File: config.mk
export PLATFORM = sky130hd
export DESIGN_NAME = measure_unit_mc_regs
export DESIGN_NICKNAME = d
export VERILOG_FILES = /design/src/rtl/measure_unit_mc_regs.sv
export SDC_FILE = /design/constraint.sdc
export NUM_CORES = 1
export LEC_CHECK = 0
export ABC_AREA = 0
export BUFFER_PORTS_ARGS = -buffer_cell sky130_fd_sc_hd__buf_2
export CAP_MARGIN = 30
export CORE_UTILIZATION = 59
export DETAILED_ROUTE_END_ITERATION = 16
export GPL_TIMING_DRIVEN = 0
export PLACE_DENSITY_LB_ADDON = 0.05
export SLEW_MARGIN = 25
export SYNTH_ARGS = -nofsm -noshare
export SYNTH_HDL_FRONTEND = slang
export SYNTH_SLANG_ARGS = --single-unit
File: constraint.sdc
create_clock -name wb_clk_i -period 4.3 [get_ports wb_clk_i]
set_input_delay 0 -clock wb_clk_i [delete_from_list [all_inputs] [get_ports wb_clk_i]]
set_output_delay 0 -clock wb_clk_i [all_outputs]
set_load 0.01 [all_outputs]
File: src/rtl/measure_unit_mc_regs.sv
// Wishbone register front end for up to 8 measurement channels: deltas, strobe
// control, masked DAC threshold broadcast, run enables and a shared point FIFO.
module measure_unit_mc_regs #(
   parameter int          NUM_CH                   = 2,
   parameter int          FIFO_DEPTH               = 16,
   parameter int          PERIOD_WIDTH             = 27,
   parameter logic [9:0]  DEFAULT_DELAY_CODE_DELTA = 10'h1,
   parameter logic [15:0] DEFAULT_THRESHOLD_DELTA  = 16'h1
) (
   input  logic                     wb_clk_i,
   input  logic                     wb_rst_i,
   input  logic [31:0]              wb_dat_i,
   output logic [31:0]              wb_dat_o,
   input  logic [31:0]              wb_adr_i,
   input  logic                     wb_we_i,
   input  logic [3:0]               wb_sel_i,
   input  logic                     wb_cyc_i,
   input  logic                     wb_stb_i,
   output logic                     wb_ack_o,
   output logic [15:0]              thr_delta_o,
   output logic [9:0]               dcode_delta_o,
   output logic [NUM_CH-1:0]        ch_run_o,
   output logic [15:0]              dac_code_o,
   output logic [NUM_CH-1:0]        dac_wre_o,
   input  logic [NUM_CH-1:0]        dac_rdy_i,
   output logic                     stb_run_o,
   output logic [2:0]               stb_sel_o,
   input  logic                     stb_rdy_i,
   input  logic                     stb_err_i,
   input  logic [PERIOD_WIDTH-1:0]  stb_period_i,
   input  logic [NUM_CH-1:0]        point_rdy_i,
   input  logic [16*NUM_CH-1:0]     point_v_i,
   input  logic [10*NUM_CH-1:0]     point_t_i,
   output logic                     irq_o
);
   localparam int AW = $clog2(FIFO_DEPTH);
   localparam int SW = (NUM_CH > 1) ? $clog2(NUM_CH) : 1;
   localparam int EW = 29;

   // Bus handshake: ack follows cyc&stb by one cycle and never repeats back
   // to back; every side effect (write, pop, clear-on-read) fires on ack only.
   logic        r_ack;
   logic [31:0] r_dat;
   logic [3:0]  w_word;
   logic        w_req, w_acc, w_wr, w_rd;
   logic        w_unused;

   assign w_word   = wb_adr_i[5:2];
   assign w_unused = ^{wb_adr_i[31:6], wb_adr_i[1:0]};
   assign w_req    = wb_cyc_i & wb_stb_i;
   assign w_acc    = w_req & r_ack;
   assign w_wr     = w_acc & wb_we_i;
   assign w_rd     = w_acc & ~wb_we_i;

   logic [15:0]       r_thr_delta, r_dac_code;
   logic [9:0]        r_dcode_delta;
   logic [7:0]        r_thr_mask;
   logic [2:0]        r_stb_sel;
   logic              r_stb_run, r_ovf, r_irq;
   logic [NUM_CH-1:0] r_dac_wre, r_skip, r_run;
   logic [1:0]        r_irq_en;

   logic [EW-1:0]     r_mem [FIFO_DEPTH];
   logic [AW:0]       r_wp, r_rp, w_cnt;
   logic [8:0]        w_cnt9;
   logic [7:0]        w_cnt8, w_mask8;
   logic              w_empty, w_full, w_push, w_pop, w_flush, w_drop;
   logic [EW-1:0]     w_head;

   logic [NUM_CH-1:0] r_slot_vld, w_free, w_mask;
   logic [15:0]       r_slot_v [NUM_CH];
   logic [9:0]        r_slot_t [NUM_CH];
   logic [SW-1:0]     w_sel;
   logic [31:0]       w_cur, w_wdat, w_rdat;

   assign w_empty = (r_wp == r_rp);
   assign w_full  = (r_wp[AW] != r_rp[AW]) && (r_wp[AW-1:0] == r_rp[AW-1:0]);
   assign w_cnt   = r_wp - r_rp;
   assign w_cnt9  = 9'(w_cnt);
   assign w_cnt8  = w_cnt9[8] ? 8'hFF : w_cnt9[7:0];
   assign w_head  = r_mem[r_rp[AW-1:0]];
   assign w_pop   = w_rd & (w_word == 4'd5) & ~w_empty;
   assign w_flush = w_wr & (w_word == 4'd3) & w_wdat[31];
   assign w_mask8 = (w_wdat[31:24] == 8'd0) ? 8'hFF : w_wdat[31:24];
   assign w_mask  = w_mask8[NUM_CH-1:0];

   // Current contents per address, used to merge unselected byte lanes.
   always_comb begin
      w_cur = '0;
      case (w_word)
         4'd0: w_cur = {6'd0, r_dcode_delta, r_thr_delta};
         4'd1: w_cur = {28'd0, r_stb_sel, 1'b0};
         4'd2: w_cur = {r_thr_mask, 8'd0, r_dac_code};
         4'd3: w_cur = 32'(r_run);
         4'd6: w_cur = {30'd0, r_irq_en};
         default: w_cur = '0;
      endcase
      for (int b = 0; b < 4; b++)
         w_wdat[8*b +: 8] = wb_sel_i[b] ? wb_dat_i[8*b +: 8] : w_cur[8*b +: 8];
   end

   always_comb begin
      w_rdat = '0;
      case (w_word)
         4'd0: w_rdat = {6'd0, r_dcode_delta, r_thr_delta};
         4'd1: w_rdat = {27'(stb_period_i), stb_err_i, r_stb_sel, stb_rdy_i};
         4'd2: w_rdat = {16'd0, 8'(r_skip), 8'(dac_rdy_i)};
         4'd3: w_rdat = 32'(r_run);
         4'd4: w_rdat = {15'd0, r_ovf, w_cnt8, 6'd0, w_full, w_empty};
         4'd5: w_rdat = w_empty ? 32'd0 : {1'b1, 2'b00, w_head};
         4'd6: w_rdat = {30'd0, r_irq_en};
         default: w_rdat = '0;
      endcase
   end

   // Lowest occupied pending slot wins the single FIFO push per cycle.
   always_comb begin
      w_sel = '0;
      for (int k = NUM_CH - 1; k >= 0; k--)
         if (r_slot_vld[k]) w_sel = SW'(k);
   end

   assign w_push = (|r_slot_vld) & (~w_full | w_pop);
   assign w_free = w_push ? (NUM_CH'(1) << w_sel) : '0;
   assign w_drop = |(point_rdy_i & r_slot_vld & ~w_free);

   always_ff @(posedge wb_clk_i) begin
      if (wb_rst_i) begin
         r_ack         <= 1'b0;
         r_dat         <= '0;
         r_thr_delta   <= DEFAULT_THRESHOLD_DELTA;
         r_dcode_delta <= DEFAULT_DELAY_CODE_DELTA;
         r_dac_code    <= '0;
         r_thr_mask    <= '0;
         r_dac_wre     <= '0;
         r_skip        <= '0;
         r_stb_sel     <= '0;
         r_stb_run     <= 1'b0;
         r_run         <= '0;
         r_ovf         <= 1'b0;
         r_irq_en      <= '0;
         r_irq         <= 1'b0;
      end else begin
         r_ack     <= w_req & ~r_ack;
         r_dac_wre <= '0;
         r_stb_run <= w_wr & (w_word == 4'd1) & w_wdat[0];
         r_irq     <= (r_irq_en[0] & ~w_empty) | (r_irq_en[1] & r_ovf);
         if (w_req & ~r_ack & ~wb_we_i) r_dat <= w_rdat;
         if (w_wr && w_word == 4'd0) begin
            if (w_wdat[15:0] != 16'd0)  r_thr_delta   <= w_wdat[15:0];
            if (w_wdat[25:16] != 10'd0) r_dcode_delta <= w_wdat[25:16];
         end
         if (w_wr && w_word == 4'd1 && {29'd0, w_wdat[3:1]} < NUM_CH)
            r_stb_sel <= w_wdat[3:1];
         if (w_wr && w_word == 4'd2) begin
            r_dac_code <= w_wdat[15:0];
            r_thr_mask <= w_wdat[31:24];
            r_dac_wre  <= w_mask & dac_rdy_i;
            r_skip     <= r_skip | (w_mask & ~dac_rdy_i);
         end else if (w_rd && w_word == 4'd2) begin
            r_skip <= '0;
         end
         if (w_wr && w_word == 4'd3) r_run <= w_wdat[NUM_CH-1:0];
         if (w_drop)
            r_ovf <= 1'b1;
         else if (w_wr && w_word == 4'd4 && w_wdat[16])
            r_ovf <= 1'b0;
         if (w_wr && w_word == 4'd6) r_irq_en <= w_wdat[1:0];
      end
   end

   // Pointers and slot occupancy; flush overrides any push/pop that cycle.
   always_ff @(posedge wb_clk_i) begin
      if (wb_rst_i || w_flush) begin
         r_wp       <= '0;
         r_rp       <= '0;
         r_slot_vld <= '0;
      end else begin
         if (w_push) r_wp <= r_wp + 1'b1;
         if (w_pop)  r_rp <= r_rp + 1'b1;
         for (int k = 0; k < NUM_CH; k++) begin
            if (point_rdy_i[k] && (!r_slot_vld[k] || w_free[k]))
               r_slot_vld[k] <= 1'b1;
            else if (w_free[k])
               r_slot_vld[k] <= 1'b0;
         end
      end
   end

   always_ff @(posedge wb_clk_i) begin
      if (w_push)
         r_mem[r_wp[AW-1:0]] <= {3'(w_sel), r_slot_t[w_sel], r_slot_v[w_sel]};
      for (int k = 0; k < NUM_CH; k++) begin
         if (point_rdy_i[k] && (!r_slot_vld[k] || w_free[k])) begin
            r_slot_v[k] <= point_v_i[16*k +: 16];
            r_slot_t[k] <= point_t_i[10*k +: 10];
         end
      end
   end

   assign wb_ack_o      = r_ack;
   assign wb_dat_o      = r_dat;
   assign thr_delta_o   = r_thr_delta;
   assign dcode_delta_o = r_dcode_delta;
   assign ch_run_o      = r_run;
   assign dac_code_o    = r_dac_code;
   assign dac_wre_o     = r_dac_wre;
   assign stb_run_o     = r_stb_run;
   assign stb_sel_o     = r_stb_sel;
   assign irq_o         = r_irq;

endmodule

# Word level (Yosys, flattened, before mapping)

Memory sizes are Yosys's and may differ from the RTL's. A register that Yosys moved wholly into a read port is not among the register bits.
Cells that the tools add are included.

Muxes and demuxes: 27
Shift operators: 1
Reduce and logical (&&, ||, !) cells: 30
Equal/unequal tests: 9
$add $sub $neg: 3
$lt $le $gt $ge: 1
Bitwise logic cells: 29

Operator list:

| operator            | count |
|---|---|
| $pmux 32 s7         | 1 |
| $pmux 32 s5         | 1 |
| $mux 32             | 1 |
| $mux 8              | 4 |
| $reduce_bool 16->1  | 1 |
| $and 1x1->1         | 15 |
| $mux 1              | 14 |
| $eq 4x3->1 const B  | 3 |
| $logic_and 1x1->1   | 12 |
| $add 5x1->5 const B | 2 |
| $reduce_bool 10->1  | 1 |
| $and 2x2->2         | 4 |
| $eq 4x2->1 const B  | 2 |
| $logic_not 8->1     | 1 |
| $mux 2              | 4 |
| $mux 4              | 2 |
| $reduce_bool 2->1   | 4 |
| $reduce_or 2->1     | 3 |
| $eq 5x5->1          | 1 |
| $not 1->1           | 5 |
| $sub 5x5->5         | 1 |
| $eq 4x1->1 const B  | 1 |
| $eq 4x4->1          | 1 |
| $logic_not 4->1     | 1 |
| other kinds (9)     | 15 |

Logic and storage cells: 121
Memories kept: 3
Bits in writable memories: 484
Output and inout bits: 84
Input port bits: 158
Flip-flop bits (word level): 109

Memories:

| memory   | depth | width | rd ports | clocked after Yosys merged registers in | wr ports | RTL line | RTL |
|---|---|---|---|---|---|---|---|
| r_mem    | 16    | 27    | 1        | 1                                       | 1        | 63       | `logic [EW-1:0] r_mem [FIFO_DEPTH];` |
| r_slot_v | 2     | 16    | 1        | 0                                       | 2        | 71       | `logic [15:0] r_slot_v [NUM_CH];` |
| r_slot_t | 2     | 10    | 1        | 0                                       | 2        | 72       | `logic [9:0] r_slot_t [NUM_CH];` |

# Logic depth before layout (Yosys ltp)

Gate-level depths: netlist of run 1.

Word-level depth: 12
Gate-level depth with buffers: 10
Depth with buffers taken out: 10

# Least setup slack after synthesis of run 1

Ideal clock, no wire load.

Kind: register to register
Start point: reg r_wp[0]
End point: mem r_mem[3][0] (netlist name), enable pin
Path slack: 0.569 ns
Library setup time: 0.445 ns
Data arrival time: 3.286 ns
Period minus slack after synthesis: 3.731 ns
Cell stages (with the launch flop): 8
Buffers on the path: 0
Required time: 3.855 ns
Path through: dfxtp_1 inv_1 ha_1 nand4_1 a311oi_2 nor2_4 nand2_1 nor3_1

Longest elaborated chain between the ends: 7
Elaborated cells on any way between the ends: 10
Those cells by class: eq/ne: 2; mux: 2; bitwise: 5; reduce/logical: 1

Ends and longest elaborated chain:

| what                                                  | RTL line | RTL |
|---|---|---|
| from (decl)                                           | 64       | `logic [AW:0] r_wp, r_rp, w_cnt;` |
| from (signal assigned)                                | 179      | `if (w_push) r_wp <= r_wp + 1'b1;` |
| $eq 5x5->1 / $eq 4x4->1 (equally long branches)       | 76, 77   |  |
| $not 1->1 / $logic_and 1x1->1 (equally long branches) | 82, 77   |  |
| $and 1x1->1 / $not 1->1 (equally long branches)       | 82, 123  |  |
| $or 1x1->1                                            | 123      | `assign w_push = (\|r_slot_vld) & (~w_full \| w_pop);` |
| $and 1x1->1                                           | 123      |  |
| $mux 1                                                | 191      | `if (w_push)` |
| $mux 1 (not written as such)                          | 192      | `r_mem[r_wp[AW-1:0]] <= {3'(w_sel), r_slot_t[w_sel], r_slot_v[w_sel]};` |
| to (decl)                                             | 63       |  |

Several ways; a longest one is shown, not always the timed one.

# Final worst setup path of run 1

Start point: reg r_wp[0]
End point: mem r_mem[0][2] (netlist name), enable pin

The elaborated chain is that of the path after synthesis.

==> results.sh, run 1 <==
export IMPL_status="finished, final reports clean"
export IMPL_cts_tree="done"
export IMPL_finalCritPeriodShare_pct=78.58
export IMPL_placed_area_mm2=0.02626
export IMPL_antennaDiodeCount=0
export IMPL_cts_sinks=597
export IMPL_routed_via_count=14758
export IMPL_cts_resized_gates=0
export IMPL_htreeDepth=2
export IMPL_min_delay_path_class="primary input to flip-flop"
export IMPL_crit_path_max_fanout=7
export IMPL_totalPowerFinal_mw=12.06
export IMPL_worstHoldStart="wb_sel_i[2]"
export IMPL_detail_route_vias_per_cell=6.219
export IMPL_grt_max_degree=26
export IMPL_postSynth_topFlopCell="sky130_fd_sc_hd__edfxtp_1"
export IMPL_antenna_left=0
export IMPL_power_static_leakage_nw=10.13
export IMPL_synth_distinct_cells=80
export IMPL_syn_area_per_cell_um2=17.55
export IMPL_fin_hold_ws_ns=0.05736
export IMPL_fp_dieH_um=203.1
export IMPL_critical_path_most_common_cell="sky130_fd_sc_hd__buf_4"
export IMPL_finalWeightedCongestion=0.9495
export IMPL_drt_pass1_iterations=7
export IMPL_tritoncts_buffers=59
export IMPL_wire_length_of_the_first_global_routing_pass_um=92870
export IMPL_detail_route_wl_per_cell_um=26.73
export IMPL_synth_edff_count=484
export IMPL_drt_iter0_markers=1448
export IMPL_ir_worst_vdd_uv=406.0
export IMPL_fp_dieW_um=203.1
export IMPL_vias_in_the_first_global_route=14522
export IMPL_p_per_area_mw_per_mm2=409.3
export IMPL_global_route_usage_total_pct=31.39
export IMPL_reg2reg_from="r_wp[0]"
export IMPL_synth_async_reset_ratio_pct=0
export IMPL_layout_drive_gt1_share_pct=30.47
export IMPL_cp_cell_sequence="inv_1 > ha_1 > nand4_1 > a311oi_2 > nor2_4 > nand2_1 > nor3_2 > buf_4 > buf_4"
export IMPL_yosys_warnings=0
export IMPL_finalWirelength_um=63420
export IMPL_grt_antenna_before_repair=0
export IMPL_grt_ovfl_total=0
export IMPL_clock_root_buffer="sky130_fd_sc_hd__clkbuf_16"
export IMPL_area_growth_synth_to_final_pct=23.52
export IMPL_ff_to_ff_setup_slack_ns=0.92
export IMPL_max_slew_margin_rel_pct=33.31
export IMPL_setup_worst_path_class="flip-flop to flip-flop"
export IMPL_clk_insertion_delay_late_ns=0.61
export IMPL_crit_required_ns=4.62
export IMPL_worst_hold_path_num_cells=4
export IMPL_critPathLaunchType="flip-flop"
export IMPL_slowest_delay_ns=0.72
export IMPL_row_count=73
export IMPL_synthCells=1360
export IMPL_report_final_hold_viol_count=0
export IMPL_ys_seq_elements=597
export IMPL_final_period_minus_worst_setup_slack_ns=3.379
export IMPL_achievable_frequency_mhz=296.0
export IMPL_layout_cell_area_non_filler_mm2=0.02947
export IMPL_rsz0062_at_grt="no"
export IMPL_cts_root_to_sink_buffers=3
export IMPL_worst_tran_pin_value_ns=1.000
export IMPL_critical_path_slowest_cell="sky130_fd_sc_hd__nor3_2"
export IMPL_min_delay_worst_endpoint="dcode_delta_o[0]"
export IMPL_port_buffers=209
export IMPL_io_pins=242
export IMPL_dp_final_hpwl_um=42020
export IMPL_dieArea_mm2=0.04125
export IMPL_cap_viol_max_count=0
export IMPL_mappedNetlistNets=1528
export IMPL_initial_utilization_pct=59.92
export IMPL_fin_nets=1970
export IMPL_worstRegToRegCells=9
export IMPL_mapped_area_mm2=0.02386
export IMPL_core_mm2=0.03982
export IMPL_crit_arrival_ns=3.70
export IMPL_drc=0
export IMPL_report_final_setup_viol=0
export IMPL_slew_viol_final=0
export IMPL_synth_seq_area_share_pct=70.39
export IMPL_clock_skew_final_ns=0.01112
export IMPL_cts_clk_slew_worst_paths_ns=0.06
export IMPL_r2r_end="r_mem[0][2]"
export IMPL_worst_setup_path_end_kind="flip-flop"
-- cell families (layout without fill, tap and decap cells) --
group	after synthesis	count (layout)	share of synthesized area (%)
flip-flops	597	597	70.39
AND/OR/NAND/NOR	268	268	5.501
multiplexers	213	213	16.18
AO/OA/AOI/OAI	168	168	5.055
buffers and inverters	93	581	1.919
XOR/XNOR	11	11	0.4037
adder cells (fa/ha/maj)	10	10	0.5558
-- per-layer routing --
metal | vias to the layer above | wire [µm] | global-route usage (%)
met2 | 786 | 31390 | 52.59
met5 | - | 0 | 0
li1 | 6353 | - | -
met3 | 116 | 5254 | 4.575
met4 | 0 | 1549 | 9.157
met1 | 7503 | 25230 | 43.21
-- worst max path at each step --
stage	from	end	slack (ns)	cells past startpoint
2_1_floorplan	r_wp[0]	r_mem[3][0]	0.57	7
3_3_place_gp	r_wp[0]	r_mem[3][16]	-2.05	7
3_5_place_dp	r_wp[0]	r_mem[0][2]	1.04	9
4_1_cts	r_wp[0]	r_mem[0][3]	0.98	9
5_1_grt	r_wp[0]	r_mem[0][3]	0.78	9
6_report	r_wp[0]	r_mem[0][2]	0.92	9
-- through the flow --
stage	utilization, %	setup TNS (ns)	setup slack [ns]	std cells
finish	74.01	0	0.9211	2373
global route	74.01	0	0.7792	2373
CTS	74.01	0	0.9815	2373
detailed placement	65.94	0	1.039	2130
global placement	64.20	-421.07	-2.052	2094
floorplan	-	0	0.5694	1360
-- power breakdown --
| part | switching (mW) | leakage, nW | internal (mW) | total (mW) |
|---|---|---|---|---|
| Sequential | 0.0311 | 5.32 | 6.42 | 6.45 |
| Combinational | 0.395 | 3.91 | 0.278 | 0.674 |
| Clock | 2.11 | 0.894 | 2.84 | 4.94 |
-- area by class of cell --
cell class                      count  area [µm²]
Sequential cell                   597       16800
Fill cell                        2447       10350
Multi-Input combinational cell    670        6730
Timing Repair Buffer              381        2975
Clock buffer                       71        1543
Tap cell                          525       656.9
Buffer                             78       405.4
Clock inverter                     36       310.3
Inverter                           15       56.30
-- worst max-delay path: cells and delay by family (launching register included) --
family	cells	cell delay [ns]
DFF	1	0.42
adders and majority gates	1	0.36
buffers and inverters	3	0.60
and+or+nand+nor	4	1.51
AOI/OAI and AO/OA	1	0.17
-- cell usage after synthesis (all sizes together) (6+ instances only) --
library cell	n	area (µm²)
mux2	28	319.1
nand2	90	337.8
o21ai	21	120.1
mux4	135	3040
mux2i	50	500.5
xnor2	6	52.55
nand3	9	45.04
a22o	13	113.9
nor4	10	83.83
nand4	7	50.05
nor2	86	335.3
a22oi	10	80.07
buf	42	266.5
edfxtp	484	14530
o211ai	18	135.1
nor3	26	156.4
a21oi	44	220.2
dfxtp	113	2262
ha	9	112.6
clkbuf	36	135.1
a211oi	18	135.1
inv	15	56.30
-- cells in the final DEF (no fill, tap or decap), types with 44 or more instances in the layout --
cell | netlist | final
sky130_fd_sc_hd__dlygate4sd3_1 | 0 | 136
sky130_fd_sc_hd__clkbuf_1 | 36 | 46
sky130_fd_sc_hd__a21oi_1 | 44 | 44
sky130_fd_sc_hd__mux4_2 | 135 | 135
sky130_fd_sc_hd__clkbuf_16 | 0 | 60
sky130_fd_sc_hd__edfxtp_1 | 484 | 484
sky130_fd_sc_hd__nand2_1 | 90 | 90
sky130_fd_sc_hd__dfxtp_1 | 113 | 113
sky130_fd_sc_hd__buf_2 | 18 | 229
sky130_fd_sc_hd__nor2_1 | 83 | 71
sky130_fd_sc_hd__mux2i_1 | 50 | 50
-- timing repair --
action	CTS	global route
setup endpoints to repair	0	0
buffers inserted	0	0
hold buffers	136	0
endpoints found under the hold margin	166	0
-- sequential cells by signal, summed over array words and instances (netlist names), 3 cells and up, named ones only --
signal,cells
wb_dat_o,32
r_wp,5
dcode_delta_o,10
r_slot_t,20
r_slot_v,32
thr_delta_o,16
r_rp,5
dac_code_o,16
stb_sel_o,3
r_thr_mask,8
r_mem,432
No activity file was read; power rests on OpenSTA's default activity.
==> run 2: changes to the inputs <==
CORE_UTILIZATION = 53   (was 59)
clock period = 2.8 ns   (was 4.3 ns; I/O delays follow)
==> run 2 against run 1 <==
- worst setup slack worse by 0.84 ns
- clock skew is 0.0099 ns higher
- register-to-register slack lost 0.84 ns
- cell count increased by 3.8%
- largest cell class unchanged
- wire length rose by 5.2%
- sequential power up 53%
- combinational power rose by 60%
- critical path type unchanged
==> results.sh, run 2 (same netlist as run 1, synthesis figures left out) <==
export IMPL_status="finished, final reports clean"
export IMPL_clk_insertion_delay_late_ns=0.62
export IMPL_report_final_hold_viol_count=0
export IMPL_power_static_leakage_nw=10.27
export IMPL_worstRegToRegCells=7
export IMPL_finalWirelength_um=66700
export IMPL_p_per_area_mw_per_mm2=616.2
export IMPL_cts_sinks=597
export IMPL_antenna_left=0
export IMPL_io_pins=242
export IMPL_r2r_end="wb_dat_o[14]"
export IMPL_worst_tran_pin_value_ns=1.011
export IMPL_grt_antenna_before_repair=1
export IMPL_clock_root_buffer="sky130_fd_sc_hd__clkbuf_16"
export IMPL_report_final_setup_viol=0
export IMPL_largest_register_ff_count=432
export IMPL_area_growth_synth_to_final_pct=25.62
export IMPL_dp_cells=2191
export IMPL_max_slew_margin_rel_pct=32.57
export IMPL_dieArea_mm2=0.04588
export IMPL_wire_length_of_the_first_global_routing_pass_um=97970
export IMPL_finalCritPeriodShare_pct=97.26
export IMPL_core_mm2=0.04432
export IMPL_cts_root_to_sink_buffers=3
export IMPL_crit_path_max_fanout=10
export IMPL_routed_via_count=14738
export IMPL_drt_iter0_markers=1489
export IMPL_crit_arrival_ns=3.21
export IMPL_layout_cells_most_common_list="sky130_fd_sc_hd__edfxtp_1, sky130_fd_sc_hd__buf_2, sky130_fd_sc_hd__dlygate4sd3_1"
export IMPL_row_count=77
export IMPL_fp_dieH_um=214.2
export IMPL_ff_to_ff_setup_slack_ns=0.08
export IMPL_cts_tree="done"
export IMPL_mostFrequentLayoutCell="sky130_fd_sc_hd__edfxtp_1"
export IMPL_min_delay_path_class="primary input to flip-flop"
export IMPL_global_route_usage_total_pct=29.43
export IMPL_layout_cell_area_non_filler_mm2=0.02998
export IMPL_totalPowerFinal_mw=18.47
export IMPL_placed_area_mm2=0.02643
export IMPL_htreeDepth=2
export IMPL_crit_required_ns=3.28
export IMPL_initial_utilization_pct=53.84
export IMPL_critPathLaunchType="flip-flop"
export IMPL_achievable_frequency_mhz=367.2
export IMPL_layout_drive_gt1_share_pct=31.69
export IMPL_setup_tns_ns=0
export IMPL_fin_nets=1990
export IMPL_rsz0062_at_grt="no"
export IMPL_clock_skew_final_ns=0.02106
export IMPL_vias_in_the_first_global_route=14910
export IMPL_ir_worst_vdd_uv=560.2
export IMPL_grt_max_degree=26
export IMPL_fp_dieW_um=214.2
export IMPL_drt_pass1_iterations=5
export IMPL_worst_setup_path_end_kind="flip-flop"
export IMPL_final_cells=2464
export IMPL_detail_route_wl_per_cell_um=27.07
export IMPL_tritoncts_buffers=59
export IMPL_nFillCells=3000
export IMPL_finalWeightedCongestion=0.9513
export IMPL_dp_final_hpwl_um=45030
export IMPL_slew_viol_final=0
export IMPL_final_core_utilization_pct=67.64
export IMPL_cap_viol_max_count=0
export IMPL_detail_route_vias_per_cell=5.981
export IMPL_final_period_minus_worst_setup_slack_ns=2.723
export IMPL_port_buffers=209
export IMPL_grt_ovfl_total=0
export IMPL_drc=0
export IMPL_setup_worst_path_class="flip-flop to flip-flop"
export IMPL_cts_clk_slew_worst_paths_ns=0.06
export IMPL_crit_end="wb_dat_o[14]"
==> run 2: cell count changes in the layout (fill, tap and decap cells not counted), moves of 5 or more <==
cell                       change
sky130_fd_sc_hd__buf_12       +11
sky130_fd_sc_hd__buf_2         -5
sky130_fd_sc_hd__buf_6         +5
sky130_fd_sc_hd__clkbuf_4      +5
sky130_fd_sc_hd__nor3_2        -5
sky130_fd_sc_hd__nor3_4        +6
==> run 2: power breakdown <==
| part | switching, mW | internal (mW) |
|---|---|---|
| clock | 3.30 | 4.20 |
| combinational | 0.628 | 0.448 |
| sequential | 0.0445 | 9.85 |
| total | 3.97 | 14.5 |
==> run 2: final cells by class <==
type	instances	area, µm²	share of cell area, %
Clock buffer	76	1562	5.209
Multi-Input combinational cell	670	6800	22.69
Inverter	15	56.30	0.1878
Tap cell	592	740.7	2.471
Sequential cell	597	16800	56.03
Clock inverter	34	251.5	0.8390
Buffer	78	437.9	1.461
Timing Repair Buffer	401	3328	11.10
Antenna cell	1	2.502	0.008348
==> run 2: critical path, stage by stage (launching register included) <==
cell,delay [ns]
sky130_fd_sc_hd__dfxtp_1,0.33
sky130_fd_sc_hd__buf_6,0.17
sky130_fd_sc_hd__buf_2,0.36
sky130_fd_sc_hd__buf_4,0.35
sky130_fd_sc_hd__mux4_2,0.55
sky130_fd_sc_hd__mux4_2,0.53
sky130_fd_sc_hd__nand2_1,0.18
sky130_fd_sc_hd__o211ai_1,0.10
==> run 2: through the flow <==
step / hold slack [ns] / setup slack (ns)
after floorplan: 0.09887 / -0.2117
after global placement: 0.1761 / -2.421
after detailed placement: 0.1781 / -0.4731
after CTS: 0.009443 / 0.001617
after global routing: 0.06572 / 0.00007949
final: 0.04778 / 0.07678
==> run 2: worst min-delay path by stage <==
stage,start,end,cells after the start
floorplan,point_t_i[0],r_slot_t[0][0],0
global placement,point_v_i[3],r_slot_v[0][3],1
detailed placement,point_v_i[13],r_slot_v[0][13],1
CTS,wb_dat_i[1],stb_sel_o[0],5
global route,wb_dat_i[1],dac_code_o[1],5
finish,wb_dat_i[1],stb_sel_o[0],5
==> run 2: repair_timing <==
| item | CTS | global route |
|---|---|---|
| buffers inserted | 19 | 7 |
| hold buffers | 136 | 0 |
| endpoints found under the setup margin | 456 | 128 |
| resized for setup | 15 | 12 |
| pin swaps | 11 | 5 |
| hold endpoints to repair | 178 | 0 |
| gates cloned | 0 | 0 |
==> run 2: metal layers <==
layer / routed length, µm / part of all wire [%] / global-route usage, %
met1: 27110 / 41 / 39.59
met4: 2120 / 3.2 / 10.10
met3: 4585 / 6.9 / 4.652
met2: 32880 / 49 / 49.21
met5: 0 / 0 / 0
==> run 3: changes to the inputs <==
PLACE_DENSITY = 0.76   (was not set)
PLACE_DENSITY_LB_ADDON = not set   (was 0.05)
TNS_END_PERCENT = 30   (was not set)
==> run 3 against run 2 <==
- non-clock buffer count fell by 6
- flip-flop and latch count is the same
- combinational power about the same
- critical path type unchanged
- critical endpoint is now wb_dat_o[17]
- highest routed layer unchanged
==> results.sh, run 3 (same netlist as run 1, synthesis figures left out) <==
export IMPL_crit_required_ns=3.29
export IMPL_clock_skew_final_ns=0.05407
export IMPL_max_slew_margin_rel_pct=30.84
export IMPL_antennaDiodeCount=0
export IMPL_ff_to_ff_setup_slack_ns=0.04
export IMPL_finalCritPeriodShare_pct=98.53
export IMPL_antenna_left=0
export IMPL_share_of_power_burned_in_registers_pct=53.8
export IMPL_setup_worst_path_class="flip-flop to flip-flop"
export IMPL_worst_tran_pin_value_ns=1.037
export IMPL_crit_path_max_fanout=10
export IMPL_achievable_frequency_mhz=362.5
export IMPL_worstRegToRegCells=7
export IMPL_power_report_internal_total_mw=14.38
export IMPL_dieArea_mm2=0.04588
export IMPL_slew_viol_final=0
export IMPL_global_route_usage_total_pct=31.18
export IMPL_cap_viol_max_count=0
export IMPL_comb_power_share_pct=5.9
export IMPL_grt_max_degree=26
export IMPL_multi_input_area_mm2=0.006803
export IMPL_mostFrequentLayoutCell="sky130_fd_sc_hd__edfxtp_1"
export IMPL_vias_in_the_first_global_route=15707
export IMPL_crit_arrival_ns=3.25
export IMPL_cts_root_to_sink_buffers=3
export IMPL_detailedPlace_worstSlack_ns=-0.3296
export IMPL_core_mm2=0.04432
export IMPL_drt_iter0_markers=1507
export IMPL_fin_nets=1983
export IMPL_fp_dieW_um=214.2
export IMPL_min_delay_path_class="primary input to flip-flop"
export IMPL_finalWirelength_um=71010
export IMPL_clk_insertion_delay_late_ns=0.65
export IMPL_setup_tns_ns=0
export IMPL_clock_root_buffer="sky130_fd_sc_hd__clkbuf_16"
export IMPL_layout_cells_most_common_list="sky130_fd_sc_hd__edfxtp_1, sky130_fd_sc_hd__buf_2, sky130_fd_sc_hd__mux4_2"
export IMPL_power_switching_fraction_pct=21.97
export IMPL_ir_worst_vdd_uv=490.3
export IMPL_dp_final_hpwl_um=45220
export IMPL_htreeDepth=2
export IMPL_crit_end="wb_dat_o[17]"
export IMPL_port_buffers=209
export IMPL_initial_utilization_pct=53.84
export IMPL_finalWeightedCongestion=0.9950
export IMPL_r2r_end="wb_dat_o[17]"
export IMPL_detail_route_vias_per_cell=6.187
export IMPL_largest_register_ff_count=432
export IMPL_grt_ovfl_total=0
export IMPL_drt_pass1_iterations=5
export IMPL_row_count=77
export IMPL_io_pins=242
export IMPL_status="finished, final reports clean"
export IMPL_cts_clk_slew_worst_paths_ns=0.06
export IMPL_drc=0
export IMPL_totalPowerFinal_mw=18.43
export IMPL_nFillCells=2882
export IMPL_critPathLaunchType="flip-flop"
export IMPL_worst_setup_path_end_kind="flip-flop"
export IMPL_post_route_worst_setup_slack_ns=0.04107
export IMPL_cts_sinks=597
export IMPL_area_growth_synth_to_final_pct=25.06
export IMPL_report_final_setup_viol=0
export IMPL_tritoncts_buffers=58
export IMPL_p_switching_mw=4.050
export IMPL_fp_dieH_um=214.2
export IMPL_share_clk_of_total_power_pct=40.3
export IMPL_report_final_hold_viol_count=0
export IMPL_p_per_area_mw_per_mm2=617.7
export IMPL_routed_via_count=15157
export IMPL_detail_route_wl_per_cell_um=28.98
export IMPL_final_period_minus_worst_setup_slack_ns=2.759
export IMPL_wire_length_of_the_first_global_routing_pass_um=103300
export IMPL_layout_drive_gt1_share_pct=31.65
export IMPL_ff_latch_area_mm2=0.01680
export IMPL_grt_antenna_before_repair=0
export IMPL_cts_tree="done"
export IMPL_power_static_leakage_nw=10.22
-- run 3: area by class of cell --
class	count	share of cell area [%]
timing repair buffer	395	10.85
multi-input combinational	670	22.80
tap	592	2.482
clock inverter	32	0.9266
sequential	597	56.29
inverter	15	0.1887
buffer	78	1.438
clock buffer	71	5.027
-- run 3: how the worst min path moves through the flow --
| stage | from | to | depth (start not counted) |
|---|---|---|---|
| 2_1_floorplan | point_t_i[0] | r_slot_t[0][0] | 0 |
| 3_3_place_gp | point_t_i[14] | r_slot_t[1][4] | 1 |
| 3_5_place_dp | point_v_i[30] | r_slot_v[1][14] | 1 |
| 4_1_cts | wb_sel_i[2] | dcode_delta_o[0] | 4 |
| 5_1_grt | wb_sel_i[2] | dcode_delta_o[0] | 4 |
| 6_report | wb_dat_i[1] | ch_run_o[1] | 5 |
-- run 3: worst max-delay path, stage by stage (launching register included) --
cell and delay, ns:
sky130_fd_sc_hd__dfxtp_1 0.33, sky130_fd_sc_hd__buf_6 0.17, sky130_fd_sc_hd__buf_2 0.36, sky130_fd_sc_hd__buf_4 0.38
sky130_fd_sc_hd__mux4_2 0.58, sky130_fd_sc_hd__mux4_2 0.58, sky130_fd_sc_hd__nand2_1 0.15, sky130_fd_sc_hd__o211ai_1 0.09
-- run 3: layer usage --
| layer | GRT usage [%] | vias to the layer above | wire, µm |
|---|---|---|---|
| met4 | 13.64 | 0 | 2837 |
| li1 | - | 6354 | - |
| met2 | 54.27 | 958 | 36180 |
| met3 | 4.865 | 184 | 5829 |
| met1 | 38.76 | 7661 | 26160 |
| met5 | 0 | - | 0 |
-- run 3: stage by stage --
step	hold WS [ns]	cells	cell area (µm²)	utilization [%]
2_1_floorplan	0.09887	1360	23880	-
3_3_place_gp	0.1764	2161	25670	57.92
3_5_place_dp	0.1781	2188	26340	59.44
4_1_cts	0.01981	2444	29750	67.13
5_1_grt	0.04275	2450	29840	67.34
6_report	0.04264	2450	29840	67.34
-- run 3: power groups by stage --
| stage | clock (mW) | combinational [mW] | sequential, mW |
|---|---|---|---|
| 6_report | 7.43 | 1.09 | 9.91 |
| 5_1_grt | 7.81 | 1.15 | 9.92 |
| 4_1_cts | 7.51 | 1.06 | 9.91 |
| 3_5_place_dp | 0 | 0.890 | 10.1 |
| 3_3_place_gp | 0 | 0.820 | 10.1 |
| 2_1_floorplan | 0 | 0.469 | 10.1 |
-- run 3: repair_timing --
item,in CTS,in global routing
hold buffers,133,0
pin swaps,13,3
endpoints found under the setup margin,357,120
buffers inserted,20,6
cloned,0,0
gates resized for setup,15,8
hold endpoints to repair,169,0
